`src/rtl/sync_fifo_if.sv`:
```
// Handshake bundle for sync_fifo: write/read requests, registered status and occupancy flags.
// The master modport drives requests; the slave modport is the FIFO side.
interface sync_fifo_if #(
   parameter int unsigned FIFO_WIDTH = 16
) ();

   logic [FIFO_WIDTH-1:0] data_in;
   logic                  wr_en;
   logic                  rd_en;
   logic [FIFO_WIDTH-1:0] data_out;
   logic                  wr_ack;
   logic                  overflow;
   logic                  underflow;
   logic                  full;
   logic                  empty;
   logic                  almostfull;
   logic                  almostempty;

   modport master (
      output data_in,
      output wr_en,
      output rd_en,
      input  data_out,
      input  wr_ack,
      input  overflow,
      input  underflow,
      input  full,
      input  empty,
      input  almostfull,
      input  almostempty
   );

   modport slave (
      input  data_in,
      input  wr_en,
      input  rd_en,
      output data_out,
      output wr_ack,
      output overflow,
      output underflow,
      output full,
      output empty,
      output almostfull,
      output almostempty
   );

endinterface

```
`src/rtl/sync_fifo.sv`:
```
// Single-clock FIFO with registered read data and write/overflow/underflow status.
// Define SYNC_FIFO_ASSERT_EN to compile in embedded assertions and cover points.
module sync_fifo #(
   parameter int unsigned FIFO_WIDTH = 16,
   parameter int unsigned FIFO_DEPTH = 8
) (
   input logic       clk,
   input logic       rst_n,
   sync_fifo_if.slave bus
);

   localparam int unsigned AW = $clog2(FIFO_DEPTH);
   localparam int unsigned CW = AW + 1;

   localparam logic [CW-1:0] CntFull  = CW'(FIFO_DEPTH);
   localparam logic [CW-1:0] CntAFull = CW'(FIFO_DEPTH - 1);
   localparam logic [CW-1:0] CntOne   = CW'(1);
   localparam logic [AW-1:0] PtrLast  = AW'(FIFO_DEPTH - 1);
   localparam logic [AW-1:0] PtrOne   = AW'(1);

   logic [FIFO_WIDTH-1:0] mem [FIFO_DEPTH];

   logic [AW-1:0]         wr_ptr_q, wr_ptr_d;
   logic [AW-1:0]         rd_ptr_q, rd_ptr_d;
   logic [CW-1:0]         count_q, count_d;
   logic [FIFO_WIDTH-1:0] data_out_q;
   logic                  wr_ack_q, overflow_q, underflow_q;

   logic full, empty, almostfull, almostempty;
   logic wr_accept, rd_accept;

   // Occupancy flags decode straight from the count so they track it within the cycle.
   always_comb begin
      full        = (count_q == CntFull);
      empty       = (count_q == '0);
      almostfull  = (count_q == CntAFull);
      almostempty = (count_q == CntOne);
   end

   always_comb begin
      wr_accept = bus.wr_en && !full;
      rd_accept = bus.rd_en && !empty;
   end

   always_comb begin
      wr_ptr_d = wr_ptr_q;
      rd_ptr_d = rd_ptr_q;
      count_d  = count_q;
      if (wr_accept) begin
         wr_ptr_d = wr_ptr_q + PtrOne;
      end
      if (rd_accept) begin
         rd_ptr_d = rd_ptr_q + PtrOne;
      end
      // A simultaneous accepted write and read leaves occupancy unchanged.
      unique case ({wr_accept, rd_accept})
         2'b10:   count_d = count_q + CntOne;
         2'b01:   count_d = count_q - CntOne;
         default: count_d = count_q;
      endcase
   end

   // Storage is deliberately not reset; stale words are unreachable until rewritten.
   always_ff @(posedge clk) begin
      if (wr_accept) begin
         mem[wr_ptr_q] <= bus.data_in;
      end
   end

   always_ff @(posedge clk or negedge rst_n) begin
      if (!rst_n) begin
         wr_ptr_q    <= '0;
         rd_ptr_q    <= '0;
         count_q     <= '0;
         data_out_q  <= '0;
         wr_ack_q    <= 1'b0;
         overflow_q  <= 1'b0;
         underflow_q <= 1'b0;
      end else begin
         wr_ptr_q    <= wr_ptr_d;
         rd_ptr_q    <= rd_ptr_d;
         count_q     <= count_d;
         wr_ack_q    <= wr_accept;
         overflow_q  <= bus.wr_en && full;
         underflow_q <= bus.rd_en && empty;
         if (rd_accept) begin
            data_out_q <= mem[rd_ptr_q];
         end
      end
   end

   always_comb begin
      bus.data_out    = data_out_q;
      bus.wr_ack      = wr_ack_q;
      bus.overflow    = overflow_q;
      bus.underflow   = underflow_q;
      bus.full        = full;
      bus.empty       = empty;
      bus.almostfull  = almostfull;
      bus.almostempty = almostempty;
   end

`ifdef SYNC_FIFO_ASSERT_EN

   a_count_range: assert property (@(posedge clk) disable iff (!rst_n)
      count_q <= CntFull);

   a_full_empty_excl: assert property (@(posedge clk)
      !(full && empty));

   a_ack_ovf_excl: assert property (@(posedge clk)
      !(wr_ack_q && overflow_q));

   a_rd_uf_excl: assert property (@(posedge clk) disable iff (!rst_n)
      !(rd_accept && underflow_q && empty));

   // Sampled on the edge while reset is held, so the async clear must already be visible.
   a_reset_clear: assert property (@(posedge clk)
      !rst_n |-> (count_q == '0 && wr_ptr_q == '0 && rd_ptr_q == '0 && !wr_ack_q
                  && !overflow_q && !underflow_q && empty && !full));

   a_count_hold_both: assert property (@(posedge clk) disable iff (!rst_n)
      (wr_accept && rd_accept) |=> $stable(count_q));

   c_full:      cover property (@(posedge clk) disable iff (!rst_n) full);
   c_empty:     cover property (@(posedge clk) disable iff (!rst_n) empty);
   c_overflow:  cover property (@(posedge clk) disable iff (!rst_n) overflow_q);
   c_underflow: cover property (@(posedge clk) disable iff (!rst_n) underflow_q);
   c_wr_wrap:   cover property (@(posedge clk) disable iff (!rst_n)
      wr_accept && wr_ptr_q == PtrLast);
   c_rd_wrap:   cover property (@(posedge clk) disable iff (!rst_n)
      rd_accept && rd_ptr_q == PtrLast);

`endif

endmodule

```
`src/flat_wrapper.sv`:
```
// flat-port wrapper written by rule: the top's interface ports become plain ports
module sync_fifo_flat 
#(
   parameter int unsigned FIFO_WIDTH = 16,
   parameter int unsigned FIFO_DEPTH = 8
)
  (clk, rst_n, bus_data_in, bus_wr_en, bus_rd_en, bus_data_out, bus_wr_ack, bus_overflow, bus_underflow, bus_full, bus_empty, bus_almostfull, bus_almostempty);
  sync_fifo_if #(.FIFO_WIDTH(FIFO_WIDTH)) bus_i ();
  input logic clk;
  input logic rst_n;
  input wire logic [$bits(bus_i.data_in)-1:0] bus_data_in;
  input wire logic [$bits(bus_i.wr_en)-1:0] bus_wr_en;
  input wire logic [$bits(bus_i.rd_en)-1:0] bus_rd_en;
  output wire logic [$bits(bus_i.data_out)-1:0] bus_data_out;
  output wire logic [$bits(bus_i.wr_ack)-1:0] bus_wr_ack;
  output wire logic [$bits(bus_i.overflow)-1:0] bus_overflow;
  output wire logic [$bits(bus_i.underflow)-1:0] bus_underflow;
  output wire logic [$bits(bus_i.full)-1:0] bus_full;
  output wire logic [$bits(bus_i.empty)-1:0] bus_empty;
  output wire logic [$bits(bus_i.almostfull)-1:0] bus_almostfull;
  output wire logic [$bits(bus_i.almostempty)-1:0] bus_almostempty;
  assign bus_i.data_in = bus_data_in;
  assign bus_i.wr_en = bus_wr_en;
  assign bus_i.rd_en = bus_rd_en;
  assign bus_data_out = bus_i.data_out;
  assign bus_wr_ack = bus_i.wr_ack;
  assign bus_overflow = bus_i.overflow;
  assign bus_underflow = bus_i.underflow;
  assign bus_full = bus_i.full;
  assign bus_empty = bus_i.empty;
  assign bus_almostfull = bus_i.almostfull;
  assign bus_almostempty = bus_i.almostempty;
  sync_fifo #(.FIFO_WIDTH(FIFO_WIDTH), .FIFO_DEPTH(FIFO_DEPTH)) u_core (.clk(clk), .rst_n(rst_n), .bus(bus_i));
endmodule
```
`config.mk`:
```
export PLATFORM = sky130hd
export DESIGN_NAME = sync_fifo_flat
export DESIGN_NICKNAME = d
export VERILOG_FILES = /design/src/rtl/sync_fifo_if.sv /design/src/rtl/sync_fifo.sv /design/src/flat_wrapper.sv
export SDC_FILE = /design/constraint.sdc
export NUM_CORES = 1
export LEC_CHECK = 0
export ABC_AREA = 0
export CAP_MARGIN = 20
export CORE_AREA = 5 5 141 143
export DETAILED_ROUTE_END_ITERATION = 7
export DIE_AREA = 0 0 146 148
export HOLD_SLACK_MARGIN = 0.08
export MAX_ROUTING_LAYER = met4
export PLACE_DENSITY = 0.49
export SLEW_MARGIN = 20
export SYNTH_ARGS = -nofsm -noshare
export SYNTH_HDL_FRONTEND = slang
export SYNTH_SLANG_ARGS = --single-unit
export TNS_END_PERCENT = 5
```
`constraint.sdc`:
```
create_clock -name clk -period 6 [get_ports clk]
set_input_delay 1.8 -clock clk [delete_from_list [all_inputs] [get_ports clk]]
set_output_delay 1.8 -clock clk [all_outputs]
set_load 0.05 [all_outputs]
```
==> results of run 1 <==
==> worst register-to-register path: stages, from the launching register on <==
cell,delay [ns]
dfrtp_1,0.44
inv_1,0.07
ha_1,0.22
nor3b_2,0.16
buf_4,0.23
nand2b_1,0.18
buf_4,0.26
inv_2,0.09
ha_1,0.22
or4b_1,0.47
a21oi_2,0.16
xor2_1,0.15
==> routing by layer <==
| layer | vias up | global-route usage, % | part of all wire, % |
|---|---|---|---|
| met5 | - | - | 0 |
| li1 | 1517 | - | - |
| met1 | 1671 | 17.12 | 46 |
| met4 | 0 | 3.246 | 0.97 |
| met2 | 54 | 22.38 | 50 |
| met3 | 13 | 4.016 | 3.7 |
==> area by class of cell <==
cell class,count,area (um^2),area share (%)
clock buffer,21,460.4,6.073
clock inverter,10,140.1,1.848
inverter,6,22.52,0.2970
multi-input combinational,179,1585,20.91
sequential,157,4571,60.28
tap,234,292.8,3.861
timing repair buffer,54,510.5,6.733
==> sequential cells by signal, summed over array words and instances, names as in the netlist <==
name	flops
u_core.mem	128
u_core.bus.data_out	16
u_core.count_q	4
u_core.rd_ptr_q	3
u_core.wr_ptr_q	3
u_core.bus.overflow	1
u_core.bus.underflow	1
u_core.bus.wr_ack	1
==> cells by family after synthesis <==
logic type	after synthesis	share of synthesized area, %
AND/OR/NAND/NOR	32	2.742
flip-flops	157	72.56
multiplexers	67	11.33
buffers and inverters	24	2.583
AO/OA/AOI/OAI	66	8.484
XOR/XNOR	8	1.113
adder cells (fa/ha/maj)	6	1.192
==> power breakdown <==
part	total, W	internal [W]	switching, W	leakage, nW
clock network	0.00109	0.000674	0.000419	0.285
logic	0.00129	0.000515	0.000778	0.872
registers	0.00157	0.00141	0.000156	1.51
==> worst max-delay path by stage <==
stage / slack, ns / endpoint / startpoint / cells after the start
after detailed placement: 2.13 / u_core.mem[5][3] / bus_wr_en / 4
final: 1.74 / bus_empty / u_core.count_q[0] / 5
after floorplan: 2.46 / bus_almostempty / u_core.count_q[1] / 3
after CTS: 1.71 / bus_empty / u_core.count_q[0] / 5
after global routing: 1.63 / bus_empty / u_core.count_q[0] / 5
after global placement: 2.15 / u_core.mem[5][2] / bus_wr_en / 4
==> cells in the final DEF, fill, tap and decap left out, types with 2 or more instances in the layout <==
master / instances
nand3b_1: 3
ha_1: 6
edfxtp_1: 128
and2_1: 2
clkbuf_16: 17
clkinv_4: 2
clkbuf_1: 2
clkinv_2: 2
nor2_1: 8
o21ai_1: 6
dfrtp_1: 28
xnor2_1: 6
clkinvlp_4: 3
xor2_1: 2
clkdlybuf4s50_1: 42
a22o_1: 16
nand3_1: 2
mux2_1: 9
nand2_1: 5
nand2b_1: 4
buf_4: 12
mux2i_1: 33
o22ai_1: 16
inv_2: 2
mux2_2: 25
o31ai_2: 16
o21ai_0: 11
bufinv_16: 3
clkbuf_8: 2
nor3_2: 2
inv_1: 4
==> stage by stage <==
stage,cells,util (%),power [W]
floorplan,360,-,0.002516
global placement,630,37.83,0.002889
detailed placement,630,37.83,0.002911
CTS,661,41.08,0.004010
global route,661,41.08,0.004160
finish,661,41.08,0.003954
==> flow_metrics.env, run 1 <==
export IMPL_synth_commonest_cells="edfxtp_1 (128), mux2i_1 (33), dfrtp_1 (29)"
export IMPL_yosys_warnings=0
export IMPL_post_drt_wl_per_cell_um=20.93
export IMPL_post_place_ws_ns=2.127
export IMPL_hold_slack_ns=0.5205
export IMPL_track_usage_pct=13.75
export IMPL_rr_startpoint="u_core.count_q[0]"
export IMPL_synth_edf_count=128
export IMPL_cts_root_buf="clkbuf_16"
export IMPL_postCtsHoldBufs=0
export IMPL_postCtsResizedCells=0
export IMPL_htreeDepth=4
export IMPL_core_area_mm2=0.01846
export IMPL_start_kind="flop"
export IMPL_synthArstFlopShare_pct=18.47
export IMPL_min_period_ns=4.263
export IMPL_setup_viol=0
export IMPL_grt_pass1_wl_um=21220
export IMPL_r2r_setup_slack_ns=3.28
export IMPL_fin_setup_tns_ns=0
export IMPL_die_width_um=146
export IMPL_clock_latency_ns=0.42
export IMPL_postCtsSetupBuffers=0
export IMPL_drive_gt1_share_pct=21.31
export IMPL_via_count=3255
export IMPL_peakVddDrop_mv=0.2446
export IMPL_r2r_end="u_core.count_q[3]"
export IMPL_syn_inst=360
export IMPL_slowest_delay_ns=0.87
export IMPL_worstHoldStart="u_core.bus.data_out[7]"
export IMPL_synth_net_count=386
export IMPL_route_detailed_drc=0
export IMPL_status="completed"
export IMPL_die_h_um=148
export IMPL_num_antenna_cells=0
export IMPL_dr_first_iter_drc_count=186
export IMPL_slew_viol_final=0
export IMPL_path_class="reg2out"
export IMPL_routed_via_density=4.924
export IMPL_yosysTopAreaCellShare_pct=61.04
export IMPL_path_cells="inv_1, ha_1, nor3b_2, buf_4, clkdlybuf4s50_1"
export IMPL_gp_congestion=0.7311
export IMPL_p_leak_nw=2.667
export IMPL_nFillCells=1696
export IMPL_io_buffers=42
export IMPL_path_buf_inv=3
export IMPL_grt_overflow=0
export IMPL_avgSynthCellArea_um2=17.49
export IMPL_start_util_pct=34.12
export IMPL_dieArea_mm2=0.02161
export IMPL_yosysSeqAreaShare_pct=72.56
export IMPL_dr_pass1_iters=4
export IMPL_synth_area_mm2=0.006297
export IMPL_ant_nets=0
export IMPL_drv_cap=0
export IMPL_syn2layout_area_growth_pct=20.41
export IMPL_ios=43
export IMPL_rsz0062_at_grt="no"
export IMPL_tightest_slew_ns=1.007
export IMPL_final_hold_violation_count=0
export IMPL_cp_max_fo=20
export IMPL_relSlewSlack_pct=32.77
export IMPL_max_freq_mhz=234.6
export IMPL_worst_setup_path_end_kind="output pin"
export IMPL_final_area_mm2=0.007582
export IMPL_numCtsBuffers=17
export IMPL_critical_path_required_ns=4.20
export IMPL_hold_class="reg2reg"
export IMPL_clock_sinks=157
export IMPL_antenna_found_initial=0
export IMPL_synth_ff_type="edfxtp_1"
export IMPL_p_per_area_mw_per_mm2=521.5
export IMPL_path_clk_slew_ns=0.06
export IMPL_dpl_cell_area_mm2=0.006982
export IMPL_synthTopCellsByArea="edfxtp_1 (61%), dfrtp_1 (12%), mux2i_1 (5.2%)"
export IMPL_rows=50
export IMPL_crit_path_top_delay_cell="clkdlybuf4s50_1"
export IMPL_fin_crit_sh_pct=71.06
export IMPL_cts_buffer_depth=2
export IMPL_whs_endpoint="u_core.bus.data_out[7]"
export IMPL_routed_wl_um=13840
export IMPL_ys_types=32
export IMPL_clock_skew_ns=0.006244
export IMPL_holdPathStages=2
export IMPL_synth_seq_cells=157
export IMPL_arrival_ns=2.46
export IMPL_grt_pass1_vias=3529
export IMPL_grt_max_degree=38
export IMPL_yosys_area_top_type="edfxtp_1"
export IMPL_synthMostInstantiatedCell="edfxtp_1"
export IMPL_rr_worst_depth=11
export IMPL_cp_top_family="buffers and inverters"
export IMPL_finalNetCount=441
export IMPL_fin_ws_ns=1.737
export IMPL_cts_tree="yes"
export IMPL_dpl_hpwl_um=7888
No activity file was read; power rests on OpenSTA's default activity.
==> inputs of run 2 (changes only) <==
==> constraint.sdc (replaced) <==
create_clock -name clk -period 4 [get_ports clk]
set_input_delay 1.2 -clock clk [delete_from_list [all_inputs] [get_ports clk]]
set_output_delay 1.2 -clock clk [all_outputs]
set_load 0.05 [all_outputs]
==> run 2 against run 1 <==
Final area shrank 0.20%. Global-route usage is 0.19 points lower. Register-to-register slack got worse by 1.8 ns. Core utilization fell by 0.081 points. Sequential power is 50% higher. First-iteration DRC count up 30%. Routed wire length fell by 1.7%. Total power up 48%. Cell count is 0.45% higher. Sequential cell count did not move. Clock power rose by 40%. Critical path depth did not move. Largest cell class unchanged. Largest power group unchanged.
==> flow_metrics.env, run 2 (synthesis gave the netlist of run 1 again) <==
export IMPL_drv_cap=0
export IMPL_grt_pass1_vias=3526
export IMPL_mostFrequentLayoutCell="edfxtp_1"
export IMPL_final_hold_violation_count=0
export IMPL_relSlewSlack_pct=28.60
export IMPL_min_period_ns=3.452
export IMPL_worstHoldStart="u_core.bus.data_out[7]"
export IMPL_cpMostUsedCell="inv_1"
export IMPL_largest_reg_flops=128
export IMPL_start_util_pct=34.12
export IMPL_numCtsBuffers=17
export IMPL_postCtsHoldBufs=0
export IMPL_finalNetCount=443
export IMPL_arrival_ns=2.25
export IMPL_post_drt_wl_per_cell_um=20.49
export IMPL_slew_viol_final=0
export IMPL_tightest_slew_ns=1.071
export IMPL_routed_via_density=4.962
export IMPL_start_kind="flop"
export IMPL_dieArea_mm2=0.02161
export IMPL_via_count=3295
export IMPL_dr_pass1_iters=4
export IMPL_clock_skew_ns=0.006972
export IMPL_drive_gt1_share_pct=21.40
export IMPL_p_leak_nw=2.657
export IMPL_whs_endpoint="u_core.bus.data_out[7]"
export IMPL_dpl_cell_area_mm2=0.007009
export IMPL_ios=43
export IMPL_postCtsResizedCells=0
export IMPL_max_flop_register="u_core.mem"
export IMPL_ant_nets=0
export IMPL_path_cells="inv_1, ha_1, nand3b_1, inv_1, clkdlybuf4s50_1"
export IMPL_cp_top_family="buffers and inverters"
export IMPL_postCtsSetupBuffers=0
export IMPL_rr_worst_depth=10
export IMPL_max_freq_mhz=289.7
export IMPL_fin_setup_tns_ns=0
export IMPL_hold_class="reg2reg"
export IMPL_path_class="reg2out"
export IMPL_path_buf_inv=3
export IMPL_setup_viol=0
export IMPL_clock_latency_ns=0.41
export IMPL_slowest_delay_ns=0.80
export IMPL_critical_path_required_ns=2.80
export IMPL_io_buffers=42
export IMPL_rsz0062_at_grt="no"
export IMPL_worst_setup_path_end_kind="output pin"
export IMPL_gp_congestion=0.7047
export IMPL_htreeDepth=4
export IMPL_status="completed"
export IMPL_grt_pass1_wl_um=21070
export IMPL_path_clk_slew_ns=0.06
export IMPL_route_detailed_drc=0
export IMPL_die_h_um=148
export IMPL_dr_first_iter_drc_count=241
export IMPL_nFillCells=1665
export IMPL_cts_tree="yes"
export IMPL_grt_max_degree=43
export IMPL_multi_input_comb_area_mm2=0.001585
export IMPL_final_area_mm2=0.007567
export IMPL_dpl_hpwl_um=7714
export IMPL_fin_crit_sh_pct=86.30
export IMPL_final_cell_mix="edfxtp_1 (128), clkdlybuf4s50_1 (42), mux2i_1 (33)"
export IMPL_peakVddDrop_mv=0.2914
export IMPL_p_per_area_mw_per_mm2=772.2
export IMPL_area_sequential_mm2=0.004571
export IMPL_num_antenna_cells=0
export IMPL_r2r_setup_slack_ns=1.50
export IMPL_r2r_end="u_core.count_q[3]"
export IMPL_core_area_mm2=0.01846
export IMPL_rr_startpoint="u_core.count_q[0]"
export IMPL_die_width_um=146
export IMPL_rows=50
export IMPL_cts_root_buf="clkbuf_16"
export IMPL_crit_path_top_delay_cell="clkdlybuf4s50_1"
export IMPL_grt_overflow=0
export IMPL_cts_buffer_depth=2
export IMPL_syn2layout_area_growth_pct=20.17
export IMPL_cp_max_fo=6
export IMPL_holdPathStages=2
export IMPL_antenna_found_initial=0
export IMPL_clock_sinks=157
export IMPL_track_usage_pct=13.56
export IMPL_routed_wl_um=13610
run 2: cell count changes in the layout (fill, tap and decap cells not counted):
cell        before  now
clkinv_4         2    0
buf_4           12   13
clkinv_1         0    2
clkinv_2         2    4
bufinv_16        3    2
clkinvlp_4       3    5
clkbuf_8         2    0
buf_12           0    1
run 2: layout make-up:
cell class	count	share of cell area, %
Timing Repair Buffer	56	7.110
Clock inverter	13	1.653
Inverter	6	0.2976
Tap cell	234	3.869
Multi-Input combinational cell	179	20.95
Sequential cell	157	60.40
Clock buffer	19	5.721
run 2: through the flow:
| step | std cells | utilization [%] | setup slack, ns | power [W] | hold WS, ns |
|---|---|---|---|---|---|
| 2_1_floorplan | 360 | - | 1.057 | 0.003774 | 0.4846 |
| 3_3_place_gp | 632 | 37.98 | 1.038 | 0.004346 | 0.5101 |
| 3_5_place_dp | 632 | 37.98 | 0.9965 | 0.004391 | 0.5154 |
| 4_1_cts | 664 | 41.00 | 0.5214 | 0.005930 | 0.5317 |
| 5_1_grt | 664 | 41.00 | 0.4599 | 0.006147 | 0.5714 |
| 6_report | 664 | 41.00 | 0.5480 | 0.005843 | 0.5212 |
run 2: worst min-delay path, delay by kind of cell (launching register included):
kind | cells | cell delay [ns]
AOI/OAI and AO/OA | 2 | 0.14
DFF | 1 | 0.35
run 2: layer usage:
layer | global-route usage, % | vias up | share of wire (%)
li1 | - | 1516 | -
met1 | 17.60 | 1697 | 47
met2 | 20.91 | 66 | 48
met3 | 3.587 | 16 | 3.7
met4 | 4.421 | 0 | 1.6
met5 | - | - | 0
run 2: worst max-delay path by stage:
stage | start | end | slack (ns) | cells past startpoint
finish | u_core.count_q[0] | bus_full | 0.55 | 5
floorplan | u_core.count_q[1] | bus_almostempty | 1.06 | 3
global placement | bus_rd_en | u_core.count_q[3] | 1.04 | 7
CTS | u_core.count_q[0] | bus_full | 0.52 | 5
global route | u_core.count_q[0] | bus_full | 0.46 | 5
detailed placement | u_core.count_q[0] | bus_full | 1.0 | 5
run 2: power by group:
group / internal (W) / total [W] / switching [W]
Sequential: 0.00212 / 0.00235 / 0.000228
Clock: 0.000908 / 0.00153 / 0.000618
Combinational: 0.000786 / 0.00197 / 0.00118
Total: 0.00381 / 0.00584 / 0.00203
